==> src/rtl/pal_file_loader.sv <==
// NES palette file loader: turns the ioctl RGB888 byte stream into 64 BGR555
// palette RAM writes and reports whether the latest download was complete.
module pal_file_loader #(
    parameter int ADDR_W = 25,
    parameter int ROUND  = 1
) (
    input  logic              clk,
    input  logic              reset,
    input  logic              ioctl_download,
    input  logic              ioctl_wr,
    input  logic [ADDR_W-1:0] ioctl_addr,
    input  logic [7:0]        ioctl_dout,
    output logic              load_color,
    output logic [5:0]        load_color_index,
    output logic [14:0]       load_color_data,
    output logic              pal_loaded,
    output logic              pal_error
);

    typedef enum logic [1:0] {S_IDLE, S_COLLECT, S_FULL, S_ERR} state_t;
    typedef enum logic [1:0] {PH_R, PH_G, PH_B} phase_t;

    state_t      r_state,     w_state_nxt;
    phase_t      r_phase,     w_phase_nxt;
    logic [7:0]  r_exp_addr,  w_exp_addr_nxt;
    logic [6:0]  r_entry,     w_entry_nxt;
    logic [4:0]  r_red,       w_red_nxt;
    logic [4:0]  r_green,     w_green_nxt;
    logic        r_pend,      w_pend_nxt;
    logic        r_pend_last, w_pend_last_nxt;
    logic [5:0]  r_pend_idx,  w_pend_idx_nxt;
    logic [14:0] r_pend_data, w_pend_data_nxt;
    logic        r_loaded,    w_loaded_nxt;
    logic        r_error,     w_error_nxt;
    logic        r_dl_d;
    logic        r_load_color;
    logic [5:0]  r_index;
    logic [14:0] r_data;

    logic        w_rise;
    logic        w_fall;
    logic [4:0]  w_v5;

    function automatic logic [4:0] f_to5(input logic [7:0] d);
        logic [5:0] rounded;
        rounded = 6'(({1'b0, d} + 9'd4) >> 3);
        if (ROUND != 0)
            return rounded[5] ? 5'd31 : rounded[4:0];
        return d[7:3];
    endfunction

    assign w_v5   = f_to5(ioctl_dout);
    assign w_rise = ioctl_download & ~r_dl_d;
    assign w_fall = ~ioctl_download & r_dl_d;

    // NOTE: every variable gets a default first, so no path can leave one
    // unassigned and infer a latch.
    always_comb begin
        w_state_nxt     = r_state;
        w_phase_nxt     = r_phase;
        w_exp_addr_nxt  = r_exp_addr;
        w_entry_nxt     = r_entry;
        w_red_nxt       = r_red;
        w_green_nxt     = r_green;
        w_pend_nxt      = 1'b0;
        w_pend_last_nxt = 1'b0;
        w_pend_idx_nxt  = r_pend_idx;
        w_pend_data_nxt = r_pend_data;
        w_loaded_nxt    = r_loaded | r_pend_last;
        w_error_nxt     = r_error;

        // A new download restarts from scratch; a byte arriving on the same
        // edge is then treated as offset 0 of that new download.
        if (w_rise) begin
            w_state_nxt    = S_COLLECT;
            w_phase_nxt    = PH_R;
            w_exp_addr_nxt = 8'd0;
            w_entry_nxt    = 7'd0;
            w_loaded_nxt   = 1'b0;
            w_error_nxt    = 1'b0;
        end else if (w_fall) begin
            if (r_state == S_COLLECT)
                w_error_nxt = 1'b1;
            w_state_nxt = S_IDLE;
        end

        if (w_state_nxt == S_COLLECT && ioctl_wr && ioctl_download) begin
            if (ioctl_addr != ADDR_W'(w_exp_addr_nxt)) begin
                w_error_nxt = 1'b1;
                w_state_nxt = S_ERR;
            end else begin
                w_exp_addr_nxt = w_exp_addr_nxt + 8'd1;
                case (w_phase_nxt)
                    PH_R: begin
                        w_red_nxt   = w_v5;
                        w_phase_nxt = PH_G;
                    end
                    PH_G: begin
                        w_green_nxt = w_v5;
                        w_phase_nxt = PH_B;
                    end
                    default: begin
                        w_pend_nxt      = 1'b1;
                        w_pend_idx_nxt  = w_entry_nxt[5:0];
                        w_pend_data_nxt = {w_v5, w_green_nxt, w_red_nxt};
                        w_phase_nxt     = PH_R;
                        if (w_entry_nxt == 7'd63) begin
                            w_pend_last_nxt = 1'b1;
                            w_state_nxt     = S_FULL;
                        end
                        w_entry_nxt = w_entry_nxt + 7'd1;
                    end
                endcase
            end
        end
    end

    // NOTE: sequential state uses non-blocking assignments so every register
    // samples the pre-edge values regardless of statement order.
    always_ff @(posedge clk) begin
        if (reset) begin
            r_state      <= S_IDLE;
            r_phase      <= PH_R;
            r_exp_addr   <= 8'd0;
            r_entry      <= 7'd0;
            r_red        <= 5'd0;
            r_green      <= 5'd0;
            r_pend       <= 1'b0;
            r_pend_last  <= 1'b0;
            r_pend_idx   <= 6'd0;
            r_pend_data  <= 15'd0;
            r_loaded     <= 1'b0;
            r_error      <= 1'b0;
            r_dl_d       <= 1'b0;
            r_load_color <= 1'b0;
            r_index      <= 6'd0;
            r_data       <= 15'd0;
        end else begin
            r_state      <= w_state_nxt;
            r_phase      <= w_phase_nxt;
            r_exp_addr   <= w_exp_addr_nxt;
            r_entry      <= w_entry_nxt;
            r_red        <= w_red_nxt;
            r_green      <= w_green_nxt;
            r_pend       <= w_pend_nxt;
            r_pend_last  <= w_pend_last_nxt;
            r_pend_idx   <= w_pend_idx_nxt;
            r_pend_data  <= w_pend_data_nxt;
            r_loaded     <= w_loaded_nxt;
            r_error      <= w_error_nxt;
            r_dl_d       <= ioctl_download;
            // The completed entry leaves one edge after its B byte; index and
            // data then hold until the next write.
            r_load_color <= r_pend;
            if (r_pend) begin
                r_index <= r_pend_idx;
                r_data  <= r_pend_data;
            end
        end
    end

    assign load_color       = r_load_color;
    assign load_color_index = r_index;
    assign load_color_data  = r_data;
    assign pal_loaded       = r_loaded;
    assign pal_error        = r_error;

endmodule

==> config.mk <==
export PLATFORM = sky130hd
export DESIGN_NAME = pal_file_loader
export DESIGN_NICKNAME = d
export VERILOG_FILES = /design/src/rtl/pal_file_loader.sv
export SDC_FILE = /design/constraint.sdc
export NUM_CORES = 1
export LEC_CHECK = 0
export CAP_MARGIN = 30
export CORE_ASPECT_RATIO = 1.2
export CORE_MARGIN = 2
export CORE_UTILIZATION = 51
export CTS_CLUSTER_DIAMETER = 50
export DETAILED_ROUTE_END_ITERATION = 12
export GPL_TIMING_DRIVEN = 0
export PLACE_DENSITY = 0.78
export SYNTH_ARGS = -nofsm -noshare
export SYNTH_HDL_FRONTEND = slang
export SYNTH_SLANG_ARGS = --single-unit
==> constraint.sdc <==
create_clock -name clk -period 2.9 [get_ports clk]
set_input_delay 0.29 -clock clk [delete_from_list [all_inputs] [get_ports clk]]
set_output_delay 0.29 -clock clk [all_outputs]
set_load 0.05 [all_outputs]
# ---- Yosys cells after proc, flatten, opt, wreduce, memory -nomap -nowiden
# Index checks and enable logic that the tools add are counted.
# W data, S select, Z words.
dict set report totals {
  inputBits 37
  reg_bits 77
  word_cells 67
  output_inout_bits 24
}
dict set report op_classes {
  eq_ne 5
  n_bitwise 8
  add_sub_neg 3
  n_mux 25
  reduce_logical 10
}
# cell count
set ops {}
lappend ops {{$mux W7} 4}
lappend ops {{$ne A25 B8 Y1} 1}
lappend ops {{$mux W8} 3}
lappend ops {{$mux W2} 9}
lappend ops {{$add A8 B3 Y9 const B} 1}
lappend ops {{$reduce_and A3 Y1} 3}
lappend ops {{$add A8 B1 Y8 const B} 1}
lappend ops {{$add A7 B1 Y7 const B} 1}
lappend ops {{$eq A7 B6 Y1 const B} 1}
lappend ops {{$mux W1} 7}
lappend ops {{$eq A2 B1 Y1 const B} 3}
lappend ops {{$mux W5} 1}
lappend ops {{$not A1 Y1} 5}
lappend ops {{$reduce_or A5 Y1} 1}
lappend ops {{$pmux W2 S2} 1}
lappend ops {{$reduce_or A2 Y1} 2}
lappend ops {{$reduce_or A3 Y1} 1}
lappend ops {{$and A1 B1 Y1} 2}
lappend ops {{$logic_and A1 B1 Y1} 2}
lappend ops {{$logic_not A2 Y1} 1}
lappend ops {{$or A1 B1 Y1} 1}

# ---- Logic depth before layout (Yosys ltp)
# Gate-level depths: netlist of the first run.
dict set report logic_depth {
  word_depth 9
  ltp_mapped 11
  ltp_nobuf 8
}

# ---- Worst setup path before layout of the first run
# Ideal clock, no wire load.
dict set report synth_timing {
  path_type {input port to flip-flop}
  from {in ioctl_addr[9]}
  to {reg r_entry[6]}
  cell_stages 7
  setup_slack_ns 0.527
  setup_time_ns 0.070
  arrival_time_ns 2.303
  n_path_buf 1
  required_time_ns 2.830
  path_cell_list {or4_1 nor2_1 nand4_2 or4_1 clkbuf_1 or4_1 a21boi_1}
}
dict set report synth_between {
  elab_chain_cells 3
}
# element line
set synth_rtl {}
lappend synth_rtl {{from (decl)} 11} ;# input logic [ADDR_W-1:0] ioctl_addr,
lappend synth_rtl {{$ne A25 B8 Y1} 88} ;# if (ioctl_addr != ADDR_W'(w_exp_addr_nxt)) begin
lappend synth_rtl {{$mux W7} 88}
lappend synth_rtl {{$mux W7} 87} ;# if (w_state_nxt == S_COLLECT && ioctl_wr && ioctl_download) begin
lappend synth_rtl {{to (signal assigned)} 142} ;# r_entry <= w_entry_nxt;
lappend synth_rtl {{to (decl)} 26} ;# logic [6:0] r_entry, w_entry_nxt;
# No other way between the ends.
# A chain may end at the register's enable or synchronous reset.

# ---- Final worst setup path of the first run
dict set report layout_timing {
  from {reg r_dl_d}
  to {reg r_pend_last}
}
dict set report layout_between {
  elab_chain_cells 8
  word_cells_on_any_way 18
  classes_between {eq/ne (4); mux (6); bitwise (4); reduce/logical (4)}
}
# element line
set layout_rtl {}
lappend layout_rtl {{from (decl)} 35} ;# logic r_dl_d;
lappend layout_rtl {{from (signal assigned)} 151} ;# r_dl_d <= ioctl_download;
lappend layout_rtl {{$and A1 B1 Y1 / $not A1 Y1 (equally long branches)} {54, 53}}
lappend layout_rtl {{$mux W2 / $and A1 B1 Y1 (equally long branches)} {81, 53}}
lappend layout_rtl {{$mux W2} 74} ;# if (w_rise) begin
lappend layout_rtl {{$eq A2 B1 Y1} 87}
lappend layout_rtl {{$logic_and A1 B1 Y1 (2 in a row)} 87}
lappend layout_rtl {{$not A1 Y1 (no source line)} n/a}
lappend layout_rtl {{$reduce_or A5 Y1 (no source line)} n/a}
lappend layout_rtl {{to (signal assigned)} 146} ;# r_pend_last <= w_pend_last_nxt;
lappend layout_rtl {{to (decl)} 30} ;# logic r_pend_last, w_pend_last_nxt;
# Several ways; a longest one is shown, not always the timed one.

==> results of run 1 <==
-- how the worst max path moves through the flow --
stage	from	to	slack (ns)	cells after the start
CTS	r_dl_d	r_pend_idx[2]	0.11	9
floorplan	ioctl_addr[9]	r_entry[6]	0.53	7
finish	r_dl_d	r_pend_last	0.18	9
global route	r_dl_d	r_pend_last	-0.01	9
global placement	ioctl_addr[9]	r_pend_idx[0]	-0.21	8
detailed placement	ioctl_addr[9]	r_pend_data[3]	-0.24	8
-- power by group --
part	leakage (nW)	total (mW)	internal [mW]	switching, mW
logic	0.749	0.135	0.0637	0.0717
clock network	0.0893	0.710	0.328	0.382
registers	0.621	1.06	1.06	0.00327
total	1.46	1.91	1.45	0.457
-- final cells by class --
| class | count | share of cell area, % |
|---|---|---|
| clock buffer | 11 | 3.368 |
| tap | 85 | 2.534 |
| timing repair buffer | 57 | 13.59 |
| inverter | 8 | 0.7153 |
| multi-input combinational | 276 | 40.09 |
| buffer | 25 | 2.414 |
| sequential | 77 | 36.72 |
| clock inverter | 4 | 0.5663 |
-- routing by layer --
metal  wire length (um)  global-route usage (%)
met5                  0                       0
met4                123                   9.821
met3                366                   4.581
met2               3927                   40.37
met1               3534                   28.35
-- sequential cells by signal, summed over array words and instances (netlist names), 5 cells and up --
register          count
load_color_data      15
r_pend_data          15
r_exp_addr            8
r_entry               7
load_color_index      6
r_pend_idx            6
r_green               5
r_red                 5
-- synth_stat cells (all sizes together) (2+ instances only) --
master and instances:
nor2b 5, inv 8, o211ai 4, ha 3, nor3 6, buf 6
nand2 52, nand3 31, and3 6, nor4 5, nand3b 2, xor2 3
nor2 36, o22ai 2, nand2b 4, nand4 7, and2 5, clkbuf 19
mux2i 37, o21a 4, a21oi 21, dfxtp 77, xnor2 2, a31oi 4
or3 4, o21ai 15, or4 5
-- per-stage QoR --
step                      utilization (%)  setup WS, ns  std cells
after detailed placement            62.95       -0.2403        528
after global routing                65.94      -0.01406        543
after CTS                           65.55        0.1076        543
final                               65.94        0.1822        543
after global placement              62.95       -0.2128        528
after floorplan                         -        0.5267        386
-- worst max-delay path: cells and delay by family, from the launching register on --
| kind | cells | cell delay, ns |
|---|---|---|
| buf+inv | 3 | 0.86 |
| flops | 1 | 0.44 |
| compound gates | 2 | 0.71 |
| simple gates | 4 | 0.60 |
-- what timing repair did --
action / 4_1_cts / 5_1_grt
resized for setup: 0 / 7
setup endpoints to repair: 0 / 22
setup buffers: 0 / 0
-- cells in the final DEF (no fill, tap or decap), types with 5 or more instances in the layout --
master / instances
nor3_1: 5
dfxtp_1: 77
or4_1: 5
o21ai_0: 15
inv_1: 8
and3_1: 6
clkbuf_1: 17
clkdlybuf4s50_1: 57
a21oi_1: 21
nand3_1: 31
nand2_1: 52
nand4_1: 6
clkbuf_8: 10
nor2_1: 36
nor2b_1: 5
mux2i_1: 37
-- cell families (layout without fill, tap and decap cells) --
| family | Yosys count | after routing | share of synthesized area [%] |
|---|---|---|---|
| AOI/OAI and AO/OA | 60 | 60 | 10.97 |
| xor gates and xnor gates | 5 | 5 | 1.315 |
| adders and majority gates | 3 | 3 | 1.127 |
| buffers and inverters | 33 | 105 | 3.869 |
| DFF | 77 | 77 | 46.28 |
| muxes | 37 | 37 | 11.12 |
| and+or+nand+nor | 171 | 171 | 25.32 |
==> flow_summary.toml, run 1 <==
[placed_design]
port_buffers = 57
globalplace.congestion = 0.9031
post-dp-hpwl_um = 5853
placed_cell_area_um2 = 4008

[cells_and_area]
final_nets = 494
diodes = 0
multi_input_area_um2 = 1683
area.growth.synth_to_final_pct = 26.03
final_design_area_no_fill_um2 = 4198
fillers = 551
register_area_um2 = 1541
drive_gt1_share_pct = 5.677

[pwr]
p_leak_nw = 1.459
ir_drop_uv = 317.2
power.total_mw = 1.909
p_per_area_nw_per_um2 = 454.8

[synth]
ys.flop_type = "dfxtp_1"
syn-num-nets = 426
synth_cells = 386
post_synth_instance_area_um2 = 3331
ys_async_sr_fraction_pct = 0
ys_seq_area_share_pct = 46.28
synth.area.top_cells = "dfxtp_1, mux2i_1, nand2_1"
synth_area_leader_cell = "dfxtp_1"
yosys_warnings = 0
yosysUniqueCellTypes = 46
postSynthAreaPerCell_um2 = 8.629
synth_top_area_share_pct = 46.28
synth_edf_count = 0
ys_ff_latch = 77

[global_routing]
grt_overflow_total = 0
grt.total_usage_pct = 23.43
grt_max_degree = 13
grt_antenna_before_repair = 0
grt_pass1_wl_um = 13480
grt_pass1_vias = 2956

[detailed_routing]
drt_pass1_iterations = 4
dr_total_vias = 2966
wire_per_inst_um = 14.64
drtAntennaViolNets = 0
vias_per_cell = 5.462
drtIter0Drc = 137
remaining_drc_errors = 0
routed_wl_um = 7951

[timing]
tightestPinTransition_ns = 0.7635
slew_viol_final = 0
whs_ns = 0.2746
tns_ns = 0
fin_crit_sh_pct = 93.72
max_slew_margin_pct = 49.10
hold_viol = 0
finalCriticalPeriod_ns = 2.718
finClkSkew_ns = 0.01104
setup_viol = 0
max_freq_mhz = 367.9

[clock_network]
htree_num_levels = 3
cts_buffers = 9
root_buffer = "clkbuf_8"
holdBufCountCts = 0
path_clk_slew_ns = 0.08
cts.sinks = 77
cts.path.max_buffers = 2
clkLatencyLatePin_ns = 0.35
cts_tree = "done"

[setup_path]
cpMostUsedCell = "clkbuf_1"
crit_required_ns = 3.15
cpPeakStageDelay_ns = 0.52
cp_max_fo = 10
r2r_setup_slack_ns = 0.18
critPathLaunchType = "register"
end_kind = "register"
r2r_end = "r_pend_last"
r2r_cells = 9
path_cells = "nand2b_1 > clkbuf_1 > o21ai_0 > a211oi_2 > or4_1 > clkbuf_1 > buf_2 > nor2_1 > and2_1"
worst-setup-path-type = "register to register"
timing.rr.start = "r_dl_d"
arrival_ns = 2.97
crit_slowest_cell = "a211oi_2"

[floorplan]
io_pins = 61
core_um2 = 6366
die-area_um2 = 7196
rows = 32
die_height_um = 92.53
die_w_um = 77.77
start_util_pct = 52.32

[outcome]
status = "finished clean"

[flow_run]
max_cap_violations = 0

[hold_path]
hp-start = "ioctl_download"
worstHoldEndpoint = "r_dl_d"
hold_class = "input pin to register"
min_path_cells = 2
(Power assumes the default switching activity.)
==> inputs of run 2 (changes only) <==
--- a/config.mk
+++ b/config.mk
@@ -7,12 +7,13 @@
 export LEC_CHECK = 0
 export CAP_MARGIN = 30
 export CORE_ASPECT_RATIO = 1.2
-export CORE_MARGIN = 2
+export CORE_MARGIN = 1.5
 export CORE_UTILIZATION = 51
 export CTS_CLUSTER_DIAMETER = 50
 export DETAILED_ROUTE_END_ITERATION = 12
 export GPL_TIMING_DRIVEN = 0
 export PLACE_DENSITY = 0.78
+export SKIP_CTS_REPAIR_TIMING = 1
 export SYNTH_ARGS = -nofsm -noshare
 export SYNTH_HDL_FRONTEND = slang
 export SYNTH_SLANG_ARGS = --single-unit
==> flow_summary.toml, run 2 (synthesis gave the netlist of run 1 again) <==
[outcome]
status = "finished clean"

[cells_and_area]
final_nets = 494
multi_input_area_um2 = 1683
drive_gt1_share_pct = 5.895
diodes = 0
layout_common_cells = "dfxtp_1, clkdlybuf4s50_1, nand2_1, mux2i_1, nor2_1"
register_area_um2 = 1541
final_util_pct = 66.27
fillers = 550
final_common_cell = "dfxtp_1"
area.growth.synth_to_final_pct = 26.67

[global_routing]
use_met3_pct = 5.126
grt_overflow_total = 0
grt.total_usage_pct = 23.53
met2_usage_pct = 40.19
grt_antenna_before_repair = 0
grt_pass1_wl_um = 13200
grt_util_met1_pct = 28.25
busiest_layer = "met2"
grt_pass1_vias = 2921
grt_max_degree = 14

[floorplan]
die_height_um = 91.53
die-area_um2 = 7026
rows = 32
start_util_pct = 52.32
core_um2 = 6366
die_w_um = 76.77
io_pins = 61

[hold_path]
hold_class = "input pin to register"

[clock_network]
cts_tree = "done"
htree_num_levels = 3
cts.sinks = 77
clkLatencyLatePin_ns = 0.35
path_clk_slew_ns = 0.08
cts.path.max_buffers = 2
root_buffer = "clkbuf_8"
cts_buffers = 9

[placed_design]
post-dp-hpwl_um = 5746
port_buffers = 57
globalplace.congestion = 0.8461

[pwr]
p_leak_nw = 1.469
p_per_area_nw_per_um2 = 468.1
ir_drop_uv = 314.2

[detailed_routing]
drt_pass1_iterations = 5
wire_per_inst_um = 14.29
routed_wl_um = 7758
vias_per_cell = 5.530
dr_total_vias = 3003
drtAntennaViolNets = 0
remaining_drc_errors = 0
drtIter0Drc = 178

[flow_run]
max_cap_violations = 0

[setup_path]
critPathLaunchType = "input pin"
cp_max_fo = 6
crit_required_ns = 3.17
worst-setup-path-type = "input pin to register"
r2r_setup_slack_ns = 0.23
arrival_ns = 2.94
end_kind = "register"

[timing]
max_freq_mhz = 375.0
tns_ns = 0
finalCriticalPeriod_ns = 2.667
fin_crit_sh_pct = 91.96
finClkSkew_ns = 0.01069
slew_viol_final = 0
setup_viol = 0
hold_viol = 0
grt_setup_unrepaired = "false"
tightestPinTransition_ns = 0.7820
max_slew_margin_pct = 47.87
run 2: layout make-up:
type                       instances  share of cell area, %
multi-input combinational        276                  39.89
sequential                        77                  36.54
timing repair buffer              57                  13.52
clock buffer                       9                  2.936
tap                               85                  2.521
buffer                            25                  2.402
clock inverter                     6                  1.483
inverter                           8                 0.7117
run 2: metal layers:
metal  up-vias  wire, um  share of wire, %
li1       1485         -                 -
met1      1405      3350                43
met2        97      3787                49
met3        16       441               5.7
met4         0       177               2.3
met5         -         0                 0
run 2: through the flow:
step                std cells  setup slack (ns)  hold slack, ns  power [mW]  area, um^2
floorplan                 386            0.5267          0.4180       1.148        3331
global placement          528           -0.2018          0.4214       1.219        4008
detailed placement        528           -0.2373          0.4316       1.221        4008
CTS                       543           0.08733          0.2673       1.989        4194
global route              543           0.02472          0.3076       2.048        4219
finish                    543            0.2331          0.2736       1.975        4219
run 2: critical path, stage by stage:
cell	delay (ns)
clkdlybuf4s50_1	0.39
or4_1	0.51
nor2_1	0.15
nand4_2	0.22
or4_1	0.55
clkbuf_1	0.17
or4_1	0.49
a21boi_1	0.18
run 2: path summary, 6_finish.rpt:
check / cells after the start / to / from
worst max register to register: 9 / r_pend_idx[1] / r_dl_d
worst min-delay path: 2 / r_dl_d / ioctl_download
worst max-delay path: 8 / r_entry[6] / ioctl_addr[9]
worst min register to register: 1 / pal_loaded / r_pend_last
run 2: where the power goes:
part	switching [mW]	internal, mW	total [mW]
Sequential	0.00328	1.06	1.06
Combinational	0.0717	0.0638	0.135
Clock	0.384	0.393	0.776
==> inputs of run 3 (changes only) <==
--- a/config.mk
+++ b/config.mk
@@ -10,6 +10,7 @@
 export CORE_MARGIN = 1.5
 export CORE_UTILIZATION = 51
 export CTS_CLUSTER_DIAMETER = 50
+export CTS_CLUSTER_SIZE = 28
 export DETAILED_ROUTE_END_ITERATION = 12
 export GPL_TIMING_DRIVEN = 0
 export PLACE_DENSITY = 0.78
==> constraint.sdc (replaced) <==
create_clock -name clk -period 2.9 [get_ports clk]
set_input_delay 0.58 -clock clk [delete_from_list [all_inputs] [get_ports clk]]
set_output_delay 0.58 -clock clk [all_outputs]
set_load 0.05 [all_outputs]
==> flow_summary.toml, run 3 (synthesis gave the netlist of run 1 again) <==
[outcome]
status = "finished clean"

[detailed_routing]
drt_pass1_iterations = 5
dr_total_vias = 3007
wire_per_inst_um = 14.40
routed_wl_um = 7817
drtIter0Drc = 184
drtAntennaViolNets = 0
vias_per_cell = 5.538
remaining_drc_errors = 0

[floorplan]
die_height_um = 91.53
start_util_pct = 52.32
die-area_um2 = 7026
rows = 32
io_pins = 61
die_w_um = 76.77
core_um2 = 6366

[pwr]
p_seq_share_pct = 53.9
pwr-share-clk_pct = 39.2
internal_power_mw = 1.516
switching_share_pct = 23.15
p_per_area_nw_per_um2 = 464.7
switchingPower_mw = 0.4569
power.total_mw = 1.973
pwr-share-comb_pct = 6.9
p_leak_nw = 1.469
ir_drop_uv = 314.1

[cells_and_area]
diodes = 0
final_common_cell = "dfxtp_1"
drive_gt1_share_pct = 7.205
area.growth.synth_to_final_pct = 27.50
fillers = 545
layout_common_cells = "dfxtp_1, clkdlybuf4s50_1, nand2_1, mux2i_1, nor2_1"
final_nets = 494
final_design_area_no_fill_um2 = 4247

[setup_path]
end_kind = "register"
crit_required_ns = 3.16
arrival_ns = 3.05
cp_max_fo = 5
worst-setup-path-type = "input pin to register"
critPathLaunchType = "input pin"

[timing]
fin_crit_sh_pct = 96.23
max_slew_margin_pct = 47.69
setup_viol = 0
slew_viol_final = 0
finClkSkew_ns = 0.01131
hold_viol = 0
finalCriticalPeriod_ns = 2.791
tightestPinTransition_ns = 0.7846
max_freq_mhz = 358.4

[global_routing]
grt_overflow_total = 0
grt_pass1_vias = 2921
grt_pass1_wl_um = 13200
grt.total_usage_pct = 23.53
grt_antenna_before_repair = 0
grt_max_degree = 14

[clock_network]
root_buffer = "clkbuf_8"
path_clk_slew_ns = 0.08
cts_buffers = 9
cts_tree = "done"
cts.path.max_buffers = 2
cts.sinks = 77
clkLatencyLatePin_ns = 0.35
htree_num_levels = 3

[placed_design]
post-dp-hpwl_um = 5746
globalplace.congestion = 0.8461
placed_cell_area_um2 = 4008
port_buffers = 57

[hold_path]
hold_class = "register to register"

[flow_run]
max_cap_violations = 0
## run 3: cell count changes in the layout (fill, tap and decap cells not counted), sizes merged
cell and delta:
clkbuf -1, buf +1
## run 3: power groups by stage
stage | clock network [mW] | logic (mW) | registers [mW]
2_1_floorplan | 0 | 0.0569 | 1.09
3_3_place_gp | 0 | 0.131 | 1.09
3_5_place_dp | 0 | 0.133 | 1.09
4_1_cts | 0.792 | 0.134 | 1.06
5_1_grt | 0.837 | 0.149 | 1.06
6_report | 0.773 | 0.137 | 1.06
## run 3: per-stage QoR
| stage | utilization [%] | worst slack, ns | hold WS, ns | TNS (ns) | std cells |
|---|---|---|---|---|---|
| after floorplan | - | 0.2367 | 0.4180 | 0 | 386 |
| after global placement | 62.95 | -0.4918 | 0.4214 | -13.66 | 528 |
| after detailed placement | 62.95 | -0.5273 | 0.4316 | -14.65 | 528 |
| after CTS | 65.88 | -0.2027 | 0.4517 | -2.086 | 543 |
| after global routing | 66.71 | -0.002220 | 0.4739 | -0.002220 | 543 |
| final | 66.71 | 0.1094 | 0.4453 | 0 | 543 |
## run 3: final timing paths
kind	cells past startpoint	to	slack (ns)	start
worst max-delay path	8	r_exp_addr[4]	0.11	ioctl_addr[9]
worst min register to register	1	pal_loaded	0.45	r_pend_last
worst min-delay path	1	pal_loaded	0.45	r_pend_last
worst max register to register	10	r_state[0]	0.27	r_dl_d
## run 3: cell type report
class | instances | area, um^2 | share of cell area, %
Multi-Input combinational cell | 276 | 1705 | 40.16
Sequential cell | 77 | 1541 | 36.30
Timing Repair Buffer | 58 | 578.1 | 13.61
Clock buffer | 9 | 123.9 | 2.917
Tap cell | 85 | 106.4 | 2.504
Buffer | 24 | 98.84 | 2.328
Clock inverter | 6 | 62.56 | 1.473
Inverter | 8 | 30.03 | 0.7071
## run 3: layer usage
layer  share of wire, %  up-vias  global-route usage, %
li1                   -     1490                      -
met1                 43     1415                  28.25
met2                 50       90                  40.19
met3                5.1       12                  5.126
met4                1.9        0                  10.03
met5                  0        -                      0
## run 3: critical path: stages
cell and delay (ns):
clkdlybuf4s50_1 0.39, or4_1 0.53, nor2_2 0.16, nand4_4 0.14, buf_4 0.18, or4_4 0.54
or3_1 0.39, a21oi_1 0.14
